## src/rtl/ks_adder_pipe.sv

```systemverilog
// ks_adder_pipe: pipelined Kogge-Stone adder/subtractor, WIDTH bits, optional signed-overflow flag (macro KS_OVF_EN).
// Latency: L = 1 + ceil(clog2(WIDTH)/PIPE_EVERY) cycles from accept to out_valid; one beat per cycle at full rate.
// Backpressure: global advance en = ~out_valid | out_ready; when low every stage holds; in_ready = en.
//
// Ports:
//   clk, rst             clock, synchronous active-high reset
//   in_valid/in_ready    operand handshake (A, B, Cin, SUB)
//   out_valid/out_ready  result handshake (X, Cout, OVF when KS_OVF_EN is defined)
//   SUB=0: {Cout,X} = A + B + Cin;  SUB=1: {Cout,X} = A + ~B + 1 (Cout=1 means no borrow)
module ks_adder_pipe #(
  parameter int WIDTH      = 16,
  parameter int PIPE_EVERY = 2
) (
  input  logic             clk,
  input  logic             rst,
  input  logic             in_valid,
  output logic             in_ready,
  input  logic [WIDTH-1:0] A,
  input  logic [WIDTH-1:0] B,
  input  logic             Cin,
  input  logic             SUB,
  output logic             out_valid,
  input  logic             out_ready,
  output logic [WIDTH-1:0] X,
  output logic             Cout
`ifdef KS_OVF_EN
  ,
  output logic             OVF
`endif
);

  localparam int LEVELS = $clog2(WIDTH);
  localparam int NSTG   = (LEVELS + PIPE_EVERY - 1) / PIPE_EVERY;

  logic             en;
  logic [WIDTH-1:0] bx;
  logic [WIDTH-1:0] p_in;
  logic [WIDTH-1:0] g_in;
  logic             c0;

  // Stage registers: stage s holds the (G,P) state entering prefix levels
  // s*PIPE_EVERY .. (s+1)*PIPE_EVERY-1, plus the half-sum and carry-in
  // that the final XOR needs.
  logic [WIDTH-1:0] st_g  [NSTG];
  logic [WIDTH-1:0] st_p  [NSTG];
  logic [WIDTH-1:0] st_p0 [NSTG];
  logic             st_c0 [NSTG];
  logic             st_v  [NSTG];

  // Combinational prefix result at the output of each stage.
  logic [WIDTH-1:0] pf_g [NSTG];
  logic [WIDTH-1:0] pf_p [NSTG];
  logic [WIDTH-1:0] car;

  assign en       = ~out_valid | out_ready;
  assign in_ready = en;

  // Operand conditioning. The carry-in is folded straight into bit 0's
  // generate, so after the prefix tree G[i] is the carry out of bit i.
  always_comb begin
    bx      = SUB ? ~B : B;
    c0      = SUB | Cin;
    p_in    = A ^ bx;
    g_in    = A & bx;
    g_in[0] = g_in[0] | (p_in[0] & c0);
  end

  // Kogge-Stone levels, PIPE_EVERY of them per stage, at distance 2^l.
  // Bits below the distance pass through: their G is already complete,
  // and P is padded with ones so it combines as identity.
  always_comb begin : prefix
    logic [WIDTH-1:0] g_w;
    logic [WIDTH-1:0] p_w;
    int               d;
    g_w = '0;
    p_w = '0;
    d   = 0;
    for (int s = 0; s < NSTG; s++) begin
      g_w = st_g[s];
      p_w = st_p[s];
      for (int l = s * PIPE_EVERY; (l < (s + 1) * PIPE_EVERY) && (l < LEVELS); l++) begin
        d   = 1 << l;
        g_w = g_w | (p_w & (g_w << d));
        p_w = p_w & ((p_w << d) | ~({WIDTH{1'b1}} << d));
      end
      pf_g[s] = g_w;
      pf_p[s] = p_w;
    end
  end

  assign car = pf_g[NSTG-1];

  // Only valid bits and the output register are reset; data registers load
  // only when a valid beat moves into them, otherwise they keep old contents.
  always_ff @(posedge clk) begin
    if (rst) begin
      st_v[0] <= 1'b0;
    end else if (en) begin
      st_v[0] <= in_valid;
    end
    if (en && in_valid) begin
      st_g[0]  <= g_in;
      st_p[0]  <= p_in;
      st_p0[0] <= p_in;
      st_c0[0] <= c0;
    end

    for (int s = 1; s < NSTG; s++) begin
      if (rst) begin
        st_v[s] <= 1'b0;
      end else if (en) begin
        st_v[s] <= st_v[s-1];
      end
      if (en && st_v[s-1]) begin
        st_g[s]  <= pf_g[s-1];
        st_p[s]  <= pf_p[s-1];
        st_p0[s] <= st_p0[s-1];
        st_c0[s] <= st_c0[s-1];
      end
    end

    if (rst) begin
      out_valid <= 1'b0;
      X         <= '0;
      Cout      <= 1'b0;
`ifdef KS_OVF_EN
      OVF       <= 1'b0;
`endif
    end else if (en) begin
      out_valid <= st_v[NSTG-1];
      if (st_v[NSTG-1]) begin
        X    <= st_p0[NSTG-1] ^ {car[WIDTH-2:0], st_c0[NSTG-1]};
        Cout <= car[WIDTH-1];
`ifdef KS_OVF_EN
        // Signed overflow: carry into the MSB differs from carry out of it.
        OVF  <= car[WIDTH-2] ^ car[WIDTH-1];
`endif
      end
    end
  end

endmodule

```

## config.mk

```make
export PLATFORM = sky130hd
export DESIGN_NAME = ks_adder_pipe
export DESIGN_NICKNAME = d
export VERILOG_FILES = /design/src/rtl/ks_adder_pipe.sv
export SDC_FILE = /design/constraint.sdc
export NUM_CORES = 1
export LEC_CHECK = 0
export CAP_MARGIN = 5
export CELL_PAD_IN_SITES_DETAIL_PLACEMENT = 1
export CELL_PAD_IN_SITES_GLOBAL_PLACEMENT = 1
export CORE_MARGIN = 2
export CORE_UTILIZATION = 45
export DETAILED_ROUTE_END_ITERATION = 8
export HOLD_SLACK_MARGIN = 0.03
export PLACE_DENSITY_LB_ADDON = 0.1
export REMOVE_ABC_BUFFERS = 1
export SKIP_LAST_GASP = 1
export SYNTH_ARGS = -nofsm -noshare
export SYNTH_HDL_FRONTEND = slang
export SYNTH_SLANG_ARGS = --single-unit
```

## constraint.sdc

```tcl
create_clock -name clk -period 2.7 [get_ports clk]
set_input_delay 0.81 -clock clk [delete_from_list [all_inputs] [get_ports clk]]
set_output_delay 0.81 -clock clk [all_outputs]
set_load 0.005 [all_outputs]
```

# After elaboration in Yosys (flattened, before gate mapping)
# Memories as Yosys holds them, arrays and structs flattened.
# Index checks and enable logic that the tools add are counted.
# totals
register_bits	18
output_inout_bits	19
mem_count	5
wordCells	45
ramBits	100
input_bits	38
# op_classes
mux	12
n_reduce_logical	3
n_bitwise	22
# mem_list
name	depth	width	rd	rd_ports_with_merged_regs	wr	line_no	text
st_g	2	16	2	0	2	44	logic [WIDTH-1:0] st_g [NSTG];
st_p	2	16	2	0	2	45	logic [WIDTH-1:0] st_p [NSTG];
st_p0	2	16	2	0	2	46	logic [WIDTH-1:0] st_p0 [NSTG];
st_c0	2	1	2	0	2	47	logic st_c0 [NSTG];
st_v	2	1	2	0	2	48	logic st_v [NSTG];
# op_table
operator	n
$and 16x16->16	8
$or 16x16->16	4
$xor 16x16->16	2
$mux 16	1
$not 16->16	1
$mux 1	11
$or 1x1->1	5
$logic_and 1x1->1	2
$reduce_and 2->1	1
$and 1x1->1	1
$not 1->1	1

# Depth between registers and ports, before layout
# Gate-level depths: netlist (run 1).
# depth
word_depth	6
depth_mapped	6
depth_no_buf	4

# Worst setup path after synthesis (run 1)
# OpenSTA, ideal clock, no wires.
# synth_path
kind	input port to flip-flop
start	in out_ready
end	mem st_c0[1][0], in the netlist st_c0[0][1] (enable)
path_buffers	1
slack_ns	0.161
setup_time_ns	0.407
path_stages	3
t_arrival_ns	2.132
required_time_ns	2.293
path_cell_list	nand2b_4 > buf_6 > and2_1
# synth_lines
item	line_no	text
start: declaration	23	input logic out_ready,
end: declaration	47	

# Final worst setup path (run 1)
# layout_path
start	in out_ready
end	out in_ready
# layout_via
elab_chain_len	1
# layout_lines
item	line_no	text
$or 1x1->1	55	assign en = ~out_valid | out_ready;
end: declaration	17	output logic in_ready,
# No other way between the ends.

==> results of run 1 <==
## critical path: cells and delay by family
kind                   cells  cell delay [ns]
buffers and inverters      2             0.58
AND/OR/NAND/NOR            1             0.12
## how the worst max path moves through the flow
stage / end / cells past startpoint / slack, ns
final: in_ready / 3 / 0.39
after global routing: in_ready / 3 / 0.37
after CTS: in_ready / 3 / 0.009
after detailed placement: in_ready / 3 / 0.01
after global placement: in_ready / 3 / 0.02
after floorplan: st_c0[0][1] / 2 / 0.22
## layout make-up
cell class / instances / area, um^2 / area share
Clock buffer: 14 / 163 / 0.0324
Clock inverter: 2 / 12.5 / 0.00249
Multi-Input combinational cell: 185 / 1280 / 0.255
Sequential cell: 98 / 2760 / 0.550
Timing Repair Buffer: 61 / 638 / 0.127
Tap cell: 111 / 139 / 0.0276
Inverter: 7 / 26.3 / 0.00523
## metrics by stage
step	instances	total power [W]	utilization	hold WS [ns]	instance area, um^2
2_1_floorplan	290	0.00206	-	0.400	4070
4_1_cts	478	0.00312	0.554	0.430	5020
3_3_place_gp	462	0.00224	0.535	0.402	4850
5_1_grt	478	0.00323	0.554	0.435	5020
3_5_place_dp	462	0.00226	0.535	0.407	4850
6_report	478	0.00308	0.554	0.428	5020
## synth_stat cells (2+ instances only)
cell type,n
nor4_1,2
xnor2_1,8
dfxtp_1,18
inv_1,7
nor2b_1,2
o311ai_1,4
nand3_1,4
a211oi_2,5
nand2_1,25
nand3b_1,4
buf_2,5
nor2_1,22
buf_6,3
nor3_1,4
a21o_1,20
nand2b_1,4
a21oi_1,19
a211o_1,3
ha_1,16
or2_2,2
and2_1,2
xor2_1,17
o21ai_0,4
edfxtp_1,80
o21bai_1,10
nor3b_1,2
## registers in the layout, indices dropped and copies added, names as in the netlist
name       count
Cout           1
X             16
out_valid      1
st_c0          2
st_g          32
st_p          12
st_p0         32
st_v           2
## cell families after synthesis
kind of cell               count (synthesis)  share of synthesized area
DFF                                       98                      0.667
AOI/OAI and AO/OA                         66                      0.114
buffers and inverters                     17                     0.0233
adders and majority gates                 16                     0.0483
and+or+nand+nor                           78                     0.0946
xor gates and xnor gates                  25                     0.0529
## power by group through the flow
| stage | combinational, W | clock (W) | sequential [W] |
|---|---|---|---|
| floorplan | 0.000189 | 0 | 0.00187 |
| finish | 0.000360 | 0.000861 | 0.00186 |
| global placement | 0.000353 | 0 | 0.00188 |
| global route | 0.000406 | 0.000947 | 0.00187 |
| CTS | 0.000369 | 0.000895 | 0.00186 |
| detailed placement | 0.000366 | 0 | 0.00189 |
## metal layers
layer  GRT usage  routed length [um]  vias to the layer above
li1            -                   -                     1217
met1       0.216                3520                     1185
met2       0.269                3590                       46
met3      0.0383                 265                       11
met4      0.0748                 131                        0
met5           0                   0                        -
## repair_timing
| action | in CTS | in global routing |
|---|---|---|
| gates resized for setup | 0 | 1 |
| hold buffers | 0 | 0 |
| setup endpoints to repair | 0 | 1 |
==> run metrics, run 1 <==
starting density of the core 0.457; 1st-iter DRT viols 98; post-route clock skew 0.0176 ns; Switching Fraction 0.236; part of the power in registers 0.603; predominant post-synthesis flop cell edfxtp_1; area of the die 0.00999 mm^2; post-route setup slack 0.388 ns; cell type with the highest aggregate area in the netlist edfxtp_1; largest net degree at the start of global routing 44; period utilization 0.856; power per cell area 612 mW/mm^2; final net count 416; cts bufs inserted 9; initial antenna violation count 0; share of cells above drive strength 1 0.0817; Mapped Area 0.00414 mm^2; dpl hpwl 5.39 mm; Worst setup EP type output pin; worst slew pin tran 0.384 ns; Async SR Flop Fraction 0; dpl ws 0.0124 ns; final wirelength 7.51 mm; most frequent cells in the layout edfxtp_1 (80), clkdlybuf4s50_1 (55), nand2_1 (25); Die H 99.9 um; Slew HR 0.741; I/O pins 57; worst reg2reg endpoint X[14]; worst hold path type flop to flop; unrepaired setup endpoints after global routing false; CTS sink cnt 98; flop2flop setup slack 1.16 ns; clock latency on the worst-skew pair 0.37 ns; number of synthesized register bits 98; crit-path max cell delay 0.46 ns; Final Hold Vio Count 0; clock share of power 0.280; cells on worst reg2reg path 4; Synth area leaders edfxtp_1 (58%), dfxtp_1 (8.7%), ha_1 (4.8%); routed len/inst 15.7 um; port buffer count 56; Setup crit start out_ready; Final ANT Viol Nets 0; P_int 0.00235 W; clk buf depth 2; Max Slew Vio Count 0; EDFF count, synth 80; Slowest cell on crit path clkdlybuf4s50_1; DR vias/cell 5.14; Core Region 0.00906 mm^2; Worst Path Required 1.89 ns; via count 2459; Max-cap violations 0; # fillers 880; grt ovf 0; Setup TNS 0 ns; R2R Path Start st_g[0][17]; vias in the first global route 2567; gr usage total 0.167; commonest non-fill, non-tap cell in the layout edfxtp_1; post-synth top area share 0.580; fmax 433 MHz; kind of critical path primary input to output pin; Ant. Diodes 0; HP Start st_c0[0][0]; First-pass DRT Iterations 4; Ys Warns 0; Critical Path AT 1.50 ns; Layout area overhead 21.3%; row count 35; Die X-Extent 99.9 um; H-tree depth 3; CP Cell Sequence clkdlybuf4s50_1 -> nand2b_4 -> dlymetal6s2s_1; Syn Inst Count 300; clock transition at the registers of the reported paths 0.09 ns; first-pass GRT wire length 12.5 mm; sequential area share after synthesis 0.667; Sw Pwr 0.000725 W; Mean Syn Cell Area 13.8 um^2; Gate power share 0.117; Min-Delay Endpoint st_c0[0][1]; Root Buffer clkbuf_8; Setup violations, final 0; synth unique cells 34; Final min period 2.31 ns; DRC Markers 0; CTS tree yes; RD Place Congestion 0.771; Post-CTS Setup Bufs 0; Setup crit start kind primary input; status finished clean; CP Max Fanout 2; worst vdd rail ir drop 0.309 mV; Hold Path Depth 0; P_leak 1.87 nW
(Power assumes the default switching activity.)
==> run 2: changes to the inputs <==
Settings changed: SLEW_MARGIN set to 5.
==> results of run 2 <==
Final layout, timing and power as in run 1 (identical DEF).
==> run 3: changes to the inputs <==
Settings changed: MAX_ROUTING_LAYER set to met4.
==> run metrics, run 3 (same netlist as run 1, synthesis figures left out) <==
worst slew pin tran 0.384 ns; DRC Markers 0; post-route clock skew 0.0179 ns; CP Cell Sequence clkdlybuf4s50_1 -> nand2b_4 -> dlymetal6s2s_1; Final Non-Filler Cells 478; unrepaired setup endpoints after global routing false; P_leak 1.87 nW; Layout area overhead 21.3%; Max Slew Vio Count 0; via count 2463; H-tree depth 3; routed len/inst 15.8 um; area of the die 0.00999 mm^2; largest net degree at the start of global routing 44; CTS tree yes; clock transition at the registers of the reported paths 0.09 ns; cts hold-fix bufs 0; power per cell area 612 mW/mm^2; Sw Pwr 0.000725 W; DR vias/cell 5.15; worst vdd rail ir drop 0.308 mV; gr usage total 0.172; P_int 0.00235 W; Die H 99.9 um; commonest non-fill, non-tap cell in the layout edfxtp_1; Gate power share 0.117; clk buf depth 2; Worst Path Required 1.89 ns; status finished clean; Slew HR 0.741; port buffer count 56; Top Registers st_g x32, st_p0 x32, X x16; Final ANT Viol Nets 0; first-pass GRT wire length 12.5 mm; hold_ws 0.428 ns; starting density of the core 0.457; Critical Path AT 1.50 ns; RD Place Congestion 0.781; post-route setup slack 0.388 ns; dpl ws 0.0124 ns; placed cells 462; final net count 416; I/O pins 57; Root Buffer clkbuf_8; initial antenna violation count 0; 1st-iter DRT viols 100; Final min period 2.31 ns; Core Region 0.00906 mm^2; Setup TNS 0 ns; R2R Path Start st_g[0][17]; row count 35; Die X-Extent 99.9 um; share of cells above drive strength 1 0.0817; clock share of power 0.280; Final Hold Vio Count 0; Setup crit start kind primary input; Setup violations, final 0; most frequent cells in the layout edfxtp_1 (80), clkdlybuf4s50_1 (55), nand2_1 (25); Post-CTS Setup Bufs 0; part of the power in registers 0.603; kind of critical path primary input to output pin; CTS sink cnt 98; clock latency on the worst-skew pair 0.37 ns; Switching Fraction 0.236; post-route cell area 0.00502 mm^2; dpl hpwl 5.39 mm; CP Max Fanout 2; worst hold path type flop to flop; Max-cap violations 0; # fillers 880; Setup crit start out_ready; First-pass DRT Iterations 4; final wirelength 7.54 mm; period utilization 0.856; cts bufs inserted 9; vias in the first global route 2565; Ant. Diodes 0; grt ovf 0; Slowest cell on crit path clkdlybuf4s50_1; Worst setup EP type output pin; crit-path max cell delay 0.46 ns; post-place instance area 0.00485 mm^2; HP Start st_c0[0][0]; fmax 433 MHz
==> run 3: power groups by stage <==
stage / Sequential (W) / Clock, W / Combinational [W]
floorplan: 0.00187 / 0 / 0.000189
global placement: 0.00188 / 0 / 0.000353
detailed placement: 0.00189 / 0 / 0.000366
CTS: 0.00186 / 0.000895 / 0.000369
global route: 0.00187 / 0.000949 / 0.000406
finish: 0.00186 / 0.000861 / 0.000360
==> run 3: cell type report <==
cell class / instances / area (um^2) / area share
well taps: 111 / 139 / 0.0276
repair buffers: 61 / 638 / 0.127
multi-input cells: 185 / 1280 / 0.255
inverters: 7 / 26.3 / 0.00523
clock buffers: 14 / 163 / 0.0324
flip-flops and latches: 98 / 2760 / 0.550
clock inverters: 2 / 12.5 / 0.00249
==> run 3: through the flow <==
step                total power, W   util
global route               0.00323  0.554
global placement           0.00224  0.535
detailed placement         0.00226  0.535
finish                     0.00308  0.554
floorplan                  0.00206      -
CTS                        0.00312  0.554
==> run 3: metal layers <==
layer	vias to the layer above	part of all wire	GRT usage
met5	-	0	-
met4	0	0.019	0.0780
met3	11	0.035	0.0362
met2	45	0.48	0.267
met1	1190	0.47	0.218
li1	1217	-	-
==> run 3: timing repair <==
action                                  in CTS  in global routing
endpoints found under the hold margin        0                  0
endpoints found under the setup margin       0                  1
resized for setup                            0                  1
==> run 3: final timing paths <==
path | cells after the start | slack (ns) | end
min reg2reg | 0 | 0.43 | st_c0[0][1]
max reg2reg | 4 | 1.17 | X[14]
min | 0 | 0.43 | st_c0[0][1]
max | 3 | 0.39 | in_ready
==> run 3: worst max-delay path: cells and delay by family <==
family	cells	cell delay, ns
buffers and inverters	2	0.58
AND/OR/NAND/NOR	1	0.12
